[config.mk]
export PLATFORM = sky130hd
export DESIGN_NAME = lsb_mem_port_flat
export DESIGN_NICKNAME = d
export VERILOG_FILES = /design/src/rtl/lsb_mem_port_if.sv /design/src/rtl/lsb_mem_port.sv /design/src/flat_wrapper.sv
export SDC_FILE = /design/constraint.sdc
export NUM_CORES = 1
export LEC_CHECK = 0
export BUFFER_PORTS_ARGS = -buffer_cell sky130_fd_sc_hd__buf_4
export CAP_MARGIN = 25
export CORE_MARGIN = 2
export CORE_UTILIZATION = 61
export CTS_CLUSTER_SIZE = 20
export DETAILED_ROUTE_END_ITERATION = 8
export GPL_TIMING_DRIVEN = 0
export HOLD_SLACK_MARGIN = 0.02
export PLACE_DENSITY = 0.95
export SLEW_MARGIN = 10
export SYNTH_ARGS = -nofsm -noshare
export SYNTH_HDL_FRONTEND = slang
export SYNTH_SLANG_ARGS = --single-unit
[constraint.sdc]
create_clock -name clk_in -period 6.4 [get_ports clk_in]
set_input_delay 1.28 -clock clk_in [delete_from_list [all_inputs] [get_ports clk_in]]
set_output_delay 1.28 -clock clk_in [all_outputs]
set_load 0.02 [all_outputs]
[src/rtl/lsb_mem_port_if.sv]
// LSB-to-memory request interface: one load/store request per handshake,
// completed by a one-cycle mem_ready pulse carrying the load result.
interface lsb_mem_port_if #(
  parameter int ADDR_WIDTH = 32
);
  logic                  mem_valid;
  logic                  mem_wr;
  logic [2:0]            mem_len;
  logic [ADDR_WIDTH-1:0] mem_addr;
  logic [31:0]           mem_value;
  logic                  mem_ready;
  logic [31:0]           mem_result;

  // Requester side (the LoadStoreBuffer)
  modport master (
    output mem_valid, mem_wr, mem_len, mem_addr, mem_value,
    input  mem_ready, mem_result
  );

  // Responder side (this memory port)
  modport slave (
    input  mem_valid, mem_wr, mem_len, mem_addr, mem_value,
    output mem_ready, mem_result
  );
endinterface

[src/rtl/lsb_mem_port.sv]
// Responder end of the LSB memory request interface. Each accepted load or
// store is run one byte per cycle on the 8-bit RAM/IO bus; completion is a
// one-cycle mem_ready pulse with the sign/zero-extended load data.
module lsb_mem_port #(
  parameter int         ADDR_WIDTH = 32,
  parameter logic [1:0] IO_TAG     = 2'b11
) (
  input  logic                  clk_in,
  input  logic                  rst_in,
  input  logic                  rdy_in,
  input  logic                  rob_clear,
  lsb_mem_port_if.slave         bus,
  input  logic [7:0]            ram_din,
  output logic [7:0]            ram_dout,
  output logic [ADDR_WIDTH-1:0] ram_a,
  output logic                  ram_wr,
  input  logic                  io_buffer_full
);

  typedef enum logic [1:0] {S_IDLE, S_RD, S_WR} state_t;

  state_t                state_q, state_d;
  logic [2:0]            cnt_q, cnt_d;
  logic                  wr_q, wr_d;
  logic [2:0]            len_q, len_d;
  logic [ADDR_WIDTH-1:0] addr_q, addr_d;
  logic [31:0]           value_q, value_d;
  logic [31:0]           data_q, data_d;
  logic                  supp_q, supp_d;
  logic                  mem_ready_q, mem_ready_d;
  logic [31:0]           mem_result_q, mem_result_d;
  logic [ADDR_WIDTH-1:0] ram_a_q, ram_a_d;
  logic [7:0]            ram_dout_q, ram_dout_d;
  logic                  ram_wr_q, ram_wr_d;

  logic [2:0] nbytes;
  logic [1:0] byte_idx;
  logic       io_region;
  logic       stall;

  // Byte count of the latched access and the IO-stall condition for stores
  always_comb begin
    unique case (len_q[1:0])
      2'd0:    nbytes = 3'd1;
      2'd1:    nbytes = 3'd2;
      default: nbytes = 3'd4;
    endcase
    byte_idx  = cnt_q[1:0] - 2'd1;
    io_region = (addr_q[17:16] == IO_TAG);
    stall     = (state_q == S_WR) && io_region && io_buffer_full;
  end

  // Sign- or zero-extend the assembled load data according to the access size
  function automatic logic [31:0] extend(input logic [31:0] d, input logic [2:0] len);
    logic [31:0] r;
    unique case (len[1:0])
      2'd0:    r = len[2] ? {24'b0, d[7:0]}  : {{24{d[7]}}, d[7:0]};
      2'd1:    r = len[2] ? {16'b0, d[15:0]} : {{16{d[15]}}, d[15:0]};
      default: r = d;
    endcase
    return r;
  endfunction

  // Next-state and registered-output computation; rdy_in=0 holds everything
  always_comb begin
    state_d      = state_q;
    cnt_d        = cnt_q;
    wr_d         = wr_q;
    len_d        = len_q;
    addr_d       = addr_q;
    value_d      = value_q;
    data_d       = data_q;
    supp_d       = supp_q;
    mem_ready_d  = mem_ready_q;
    mem_result_d = mem_result_q;
    ram_a_d      = ram_a_q;
    ram_dout_d   = ram_dout_q;
    ram_wr_d     = ram_wr_q;

    if (rdy_in) begin
      mem_ready_d  = 1'b0;
      mem_result_d = 32'b0;
      ram_a_d      = '0;
      ram_dout_d   = 8'b0;
      ram_wr_d     = 1'b0;

      unique case (state_q)
        S_IDLE: begin
          if (bus.mem_valid && !rob_clear) begin
            wr_d    = bus.mem_wr;
            len_d   = bus.mem_len;
            addr_d  = bus.mem_addr;
            value_d = bus.mem_value;
            cnt_d   = 3'd0;
            data_d  = 32'b0;
            supp_d  = 1'b0;
            ram_a_d = bus.mem_addr;
            if (bus.mem_wr) begin
              state_d    = S_WR;
              ram_dout_d = bus.mem_value[7:0];
              ram_wr_d   = 1'b1;
            end else begin
              state_d = S_RD;
            end
          end
        end

        S_RD: begin
          if (rob_clear) begin
            // Flushed load: drop whatever was captured, no completion
            state_d = S_IDLE;
            cnt_d   = 3'd0;
          end else begin
            // ram_din carries the byte addressed in the previous cycle
            if (cnt_q != 3'd0) begin
              data_d[{byte_idx, 3'b000} +: 8] = ram_din;
            end
            if (cnt_q == nbytes) begin
              state_d      = S_IDLE;
              mem_ready_d  = 1'b1;
              mem_result_d = extend(data_d, len_q);
            end else begin
              cnt_d = cnt_q + 3'd1;
              if (cnt_d < nbytes) begin
                ram_a_d = addr_q + ADDR_WIDTH'(cnt_d);
              end
            end
          end
        end

        S_WR: begin
          // A flushed store still completes on the bus but reports nothing
          supp_d = supp_q | rob_clear;
          if (stall) begin
            ram_a_d    = ram_a_q;
            ram_dout_d = ram_dout_q;
            ram_wr_d   = 1'b1;
          end else if (cnt_q == nbytes - 3'd1) begin
            state_d     = S_IDLE;
            mem_ready_d = !(supp_q | rob_clear);
          end else begin
            cnt_d      = cnt_q + 3'd1;
            ram_a_d    = addr_q + ADDR_WIDTH'(cnt_d);
            ram_dout_d = value_q[{cnt_d[1:0], 3'b000} +: 8];
            ram_wr_d   = 1'b1;
          end
        end

        default: state_d = S_IDLE;
      endcase
    end
  end

  // State and output registers with asynchronous active-low reset
  always_ff @(posedge clk_in or negedge rst_in) begin
    if (!rst_in) begin
      state_q      <= S_IDLE;
      cnt_q        <= 3'd0;
      wr_q         <= 1'b0;
      len_q        <= 3'd0;
      addr_q       <= '0;
      value_q      <= 32'b0;
      data_q       <= 32'b0;
      supp_q       <= 1'b0;
      mem_ready_q  <= 1'b0;
      mem_result_q <= 32'b0;
      ram_a_q      <= '0;
      ram_dout_q   <= 8'b0;
      ram_wr_q     <= 1'b0;
    end else begin
      state_q      <= state_d;
      cnt_q        <= cnt_d;
      wr_q         <= wr_d;
      len_q        <= len_d;
      addr_q       <= addr_d;
      value_q      <= value_d;
      data_q       <= data_d;
      supp_q       <= supp_d;
      mem_ready_q  <= mem_ready_d;
      mem_result_q <= mem_result_d;
      ram_a_q      <= ram_a_d;
      ram_dout_q   <= ram_dout_d;
      ram_wr_q     <= ram_wr_d;
    end
  end

  // The write strobe is masked in the very cycle the IO sink reports full,
  // so a stalled byte never reaches the bus and is retried next cycle.
  assign ram_wr         = ram_wr_q & ~stall;
  assign ram_a          = ram_a_q;
  assign ram_dout       = ram_dout_q;
  assign bus.mem_ready  = mem_ready_q;
  assign bus.mem_result = mem_result_q;

  // wr_q is kept for observability of the latched request kind
  logic unused_ok;
  assign unused_ok = wr_q;

endmodule

[src/flat_wrapper.sv]
// flat-port wrapper written by rule: the top's interface ports become plain ports
module lsb_mem_port_flat 
#(
  parameter int         ADDR_WIDTH = 32,
  parameter logic [1:0] IO_TAG     = 2'b11
)
  (clk_in, rst_in, rdy_in, rob_clear, ram_din, ram_dout, ram_a, ram_wr, io_buffer_full, bus_mem_valid, bus_mem_wr, bus_mem_len, bus_mem_addr, bus_mem_value, bus_mem_ready, bus_mem_result);
  lsb_mem_port_if #(.ADDR_WIDTH(ADDR_WIDTH)) bus_i ();
  input  logic clk_in;
  input  logic rst_in;
  input  logic rdy_in;
  input  logic rob_clear;
  input  logic [7:0] ram_din;
  output logic [7:0] ram_dout;
  output logic [ADDR_WIDTH-1:0] ram_a;
  output logic ram_wr;
  input  logic io_buffer_full;
  input wire logic [$bits(bus_i.mem_valid)-1:0] bus_mem_valid;
  input wire logic [$bits(bus_i.mem_wr)-1:0] bus_mem_wr;
  input wire logic [$bits(bus_i.mem_len)-1:0] bus_mem_len;
  input wire logic [$bits(bus_i.mem_addr)-1:0] bus_mem_addr;
  input wire logic [$bits(bus_i.mem_value)-1:0] bus_mem_value;
  output wire logic [$bits(bus_i.mem_ready)-1:0] bus_mem_ready;
  output wire logic [$bits(bus_i.mem_result)-1:0] bus_mem_result;
  assign bus_i.mem_valid = bus_mem_valid;
  assign bus_i.mem_wr = bus_mem_wr;
  assign bus_i.mem_len = bus_mem_len;
  assign bus_i.mem_addr = bus_mem_addr;
  assign bus_i.mem_value = bus_mem_value;
  assign bus_mem_ready = bus_i.mem_ready;
  assign bus_mem_result = bus_i.mem_result;
  lsb_mem_port #(.ADDR_WIDTH(ADDR_WIDTH), .IO_TAG(IO_TAG)) u_core (.clk_in(clk_in), .rst_in(rst_in), .rdy_in(rdy_in), .rob_clear(rob_clear), .bus(bus_i), .ram_din(ram_din), .ram_dout(ram_dout), .ram_a(ram_a), .ram_wr(ram_wr), .io_buffer_full(io_buffer_full));
endmodule
==> impl_metrics.tcl <==
set metrics [dict create \
    cts_max_level 4 \
    fillers 871 \
    io_buffers 154 \
    viasPerCell 6.440 \
    diodes 0 \
    netlist_area_mm2 0.008867 \
    io-pin-count 156 \
    grt.total_usage_pct 32.19 \
    antenna_left 0 \
    wire_per_inst_um 20.66 \
    worstPathRequired_ps 6720 \
    finClkSkew_ps 11.78 \
    power.switching_mw 1.542 \
    synth_seq_cells 179 \
    p_leak_nw 4.926 \
    drive_gt1_share_pct 29.42 \
    grt_max_degree 113 \
    multiInputGateArea_mm2 0.004030 \
    coreArea_mm2 0.01437 \
    worst_pin_slew_ps 978.7 \
    overflow 0 \
    syn-instance-count 808 \
    synth.area.mux_share_pct 10.77 \
    synth_edf_count 0 \
    p_comb_share_pct 35.4 \
    period_needed_ps 4201 \
    clk-insertion-delay-late_ps 450 \
    ys_types 63 \
    drc_errors 0 \
    synth_compound_area_share_pct 16.68 \
    wirelength_mm 24.37 \
    cp-end-kind "flip-flop" \
    max_slew_margin_pct 34.25 \
    synth_xor_area_share_pct 3.316 \
    first_iter_violations 1019 \
    async_flop_share_pct 100.0 \
    cts_buffers 17 \
    cts_hold_buf 0 \
    min_path_type "flip-flop to flip-flop" \
    ys_seq_area_share_pct 50.52 \
    cts_tree "built" \
    path_clk_slew_ps 70 \
    arrival_ps 4520 \
    finalSetupViolCount 0 \
    path_class "flip-flop to flip-flop" \
    irDropWorstVdd_mv 0.2575 \
    maxCapViolCount 0 \
    rsz0062_at_grt "false" \
    yosysWarnings 0 \
    fin_crit_sh_pct 65.63 \
    synth-simple-area-share_pct 12.06 \
    placed_cell_area_mm2 0.01030 \
    power_density_mw_per_mm2 387.5 \
    dp_hpwl_mm 16.81 \
    dieWidth_um 124.6 \
    rows 44 \
    nets 1083 \
    regArea_mm2 0.004479 \
    via_count 7599 \
    cts_setup_buffers 0 \
    cts_buffer_depth 2 \
    netSwitchingFraction_pct 36.62 \
    antenna_found_initial 0 \
    crit_fanout 10 \
    status "complete, no violations" \
    p_int_mw 2.670 \
    ctsRootBufferMaster "clkbuf_16" \
    firstDrtPassIters 5 \
    cts.sinks 179 \
    fmax_mhz 238.1 \
    synth_top_family_by_area "compound AO/OA/AOI/OAI gates" \
    synth_nets 908 \
    gp_congestion 0.8857 \
    initial_utilization_pct 61.71 \
    finalInstanceArea_mm2 0.01087 \
    synth_area_per_cell_um2 10.97 \
    seq_power_share_pct 40.7 \
    syn_to_final_growth_pct 22.56 \
    finalHoldViolCount 0 \
    ys.flop_type "dfrtp_1" \
    clkPwrFrac_pct 23.9 \
    grt_pass1_wl_mm 39.60 \
    maxSlewViolCount 0 \
    dieArea_mm2 0.01552 \
    synthAdderAreaFrac_pct 2.625 \
    grt_pass1_vias 7736 \
    cp-start-kind "flip-flop" \
    dieHeight_um 124.6 \
    tns_ps 0 \
    cts_resized 0 \
]
==> through the flow <==
stage                     hold slack (ps)  setup WS (ps)  power [mW]  utilization (%)  std cells
final                               479.5           2199       4.212            75.64       1180
after global routing                503.1           1935       4.402            75.64       1180
after CTS                           481.0           2373       4.178            75.64       1180
after detailed placement            464.2           2424       3.161            71.68       1148
after global placement              456.6           2518       3.084            71.36       1146
after floorplan                     443.6           3354       2.639                -        808
==> final cells by class <==
class,instances,area share [%]
Multi-Input combinational cell,547,37.08
Inverter,30,1.036
Clock inverter,10,0.6793
Clock buffer,22,4.548
Timing Repair Buffer,156,11.06
Buffer,52,2.257
Sequential cell,179,41.22
Tap cell,184,2.118
==> worst paths after layout <==
check | from | end | slack [ps] | depth (start not counted)
max | u_core.cnt_q[0] | u_core.ram_a[20] | 2200 | 11
min | u_core.data_q[5] | u_core.data_q[5] | 480 | 2
max reg2reg | u_core.cnt_q[0] | u_core.ram_a[20] | 2200 | 11
min reg2reg | u_core.data_q[5] | u_core.data_q[5] | 480 | 2
min in group asynchronous | rst_in | u_core.bus.mem_result[12] | 770 | 1
max in group asynchronous | rst_in | u_core.addr_q[20] | 4730 | 2
==> metal layers <==
metal  GRT usage [%]  up-vias  part of all wire, %
li1                -     3322                    -
met1           40.96     3750                   39
met2           51.82      432                   49
met3           7.131       95                  7.8
met4           17.18        0                  4.7
met5               0        -                    0
==> critical path: stages (launching register included) <==
cell and delay [ps]:
dfrtp_1 610, buf_2 430, clkbuf_1 420, inv_1 190, ha_1 450, fa_1 260, a21o_1 120, clkbuf_1 390
nand4_1 500, nor4_1 420, xnor2_1 180, o22ai_1 100
==> power groups by stage <==
stage / Combinational [mW] / Sequential [mW] / Clock, mW
6_report: 1.49 / 1.71 / 1.01
5_1_grt: 1.60 / 1.75 / 1.06
4_1_cts: 1.47 / 1.70 / 1.00
3_5_place_dp: 1.45 / 1.71 / 0
3_3_place_gp: 1.39 / 1.69 / 0
2_1_floorplan: 0.878 / 1.76 / 0
==> state kept, by name, summed over array words and instances (netlist names), 2 cells and up <==
register and cells:
u_core.data_q 32, u_core.cnt_q 3, u_core.len_q 3, u_core.ram_a 32, u_core.value_q 32, u_core.state_q 2, u_core.bus.mem_result 32, u_core.ram_dout 8
u_core.addr_q 32
==> cells by family (layout without fill, tap and decap cells) <==
family                     count (synthesis)  in the layout
and+or+nand+nor                          211            211
adders and majority gates                 18             18
AOI/OAI and AO/OA                        209            209
xor gates and xnor gates                  32             32
DFF                                      179            179
buffers and inverters                     82            270
muxes                                     77             77
==> cells in the mapped netlist, types with 6 or more instances <==
master,n,area (um^2)
mux4_2,8,180.2
a221oi_1,16,140.1
xor2_1,20,175.2
o22ai_1,22,137.6
nor3_1,7,35.03
a21oi_1,42,210.2
mux2_2,67,754.5
nand4_1,20,125.1
xnor2_1,11,96.34
buf_1,6,22.52
o2bb2ai_1,32,280.3
o311a_1,8,80.08
and3_1,16,100.1
dfrtp_1,179,4479
clkbuf_1,28,105.1
ha_1,17,212.7
a22o_1,24,210.2
nand2_1,51,191.4
buf_2,11,55.05
nor2b_1,11,68.82
inv_1,28,105.1
nor2_1,50,187.7
o21ai_0,43,215.2
nand3_1,25,125.1
==> cell usage in the layout (no fill, tap or decap), types with 20 or more instances in the layout <==
cell type,synthesis,layout
dfrtp_1,179,179
buf_4,1,154
mux2_2,67,67
nand2_1,51,51
nor2_1,50,50
o21ai_0,43,43
a21oi_1,42,42
o2bb2ai_1,32,32
inv_1,28,28
clkbuf_1,28,28
nand3_1,25,25
a22o_1,24,24
o22ai_1,22,22
xor2_1,20,20
nand4_1,20,20
(Power assumes the default switching activity.)
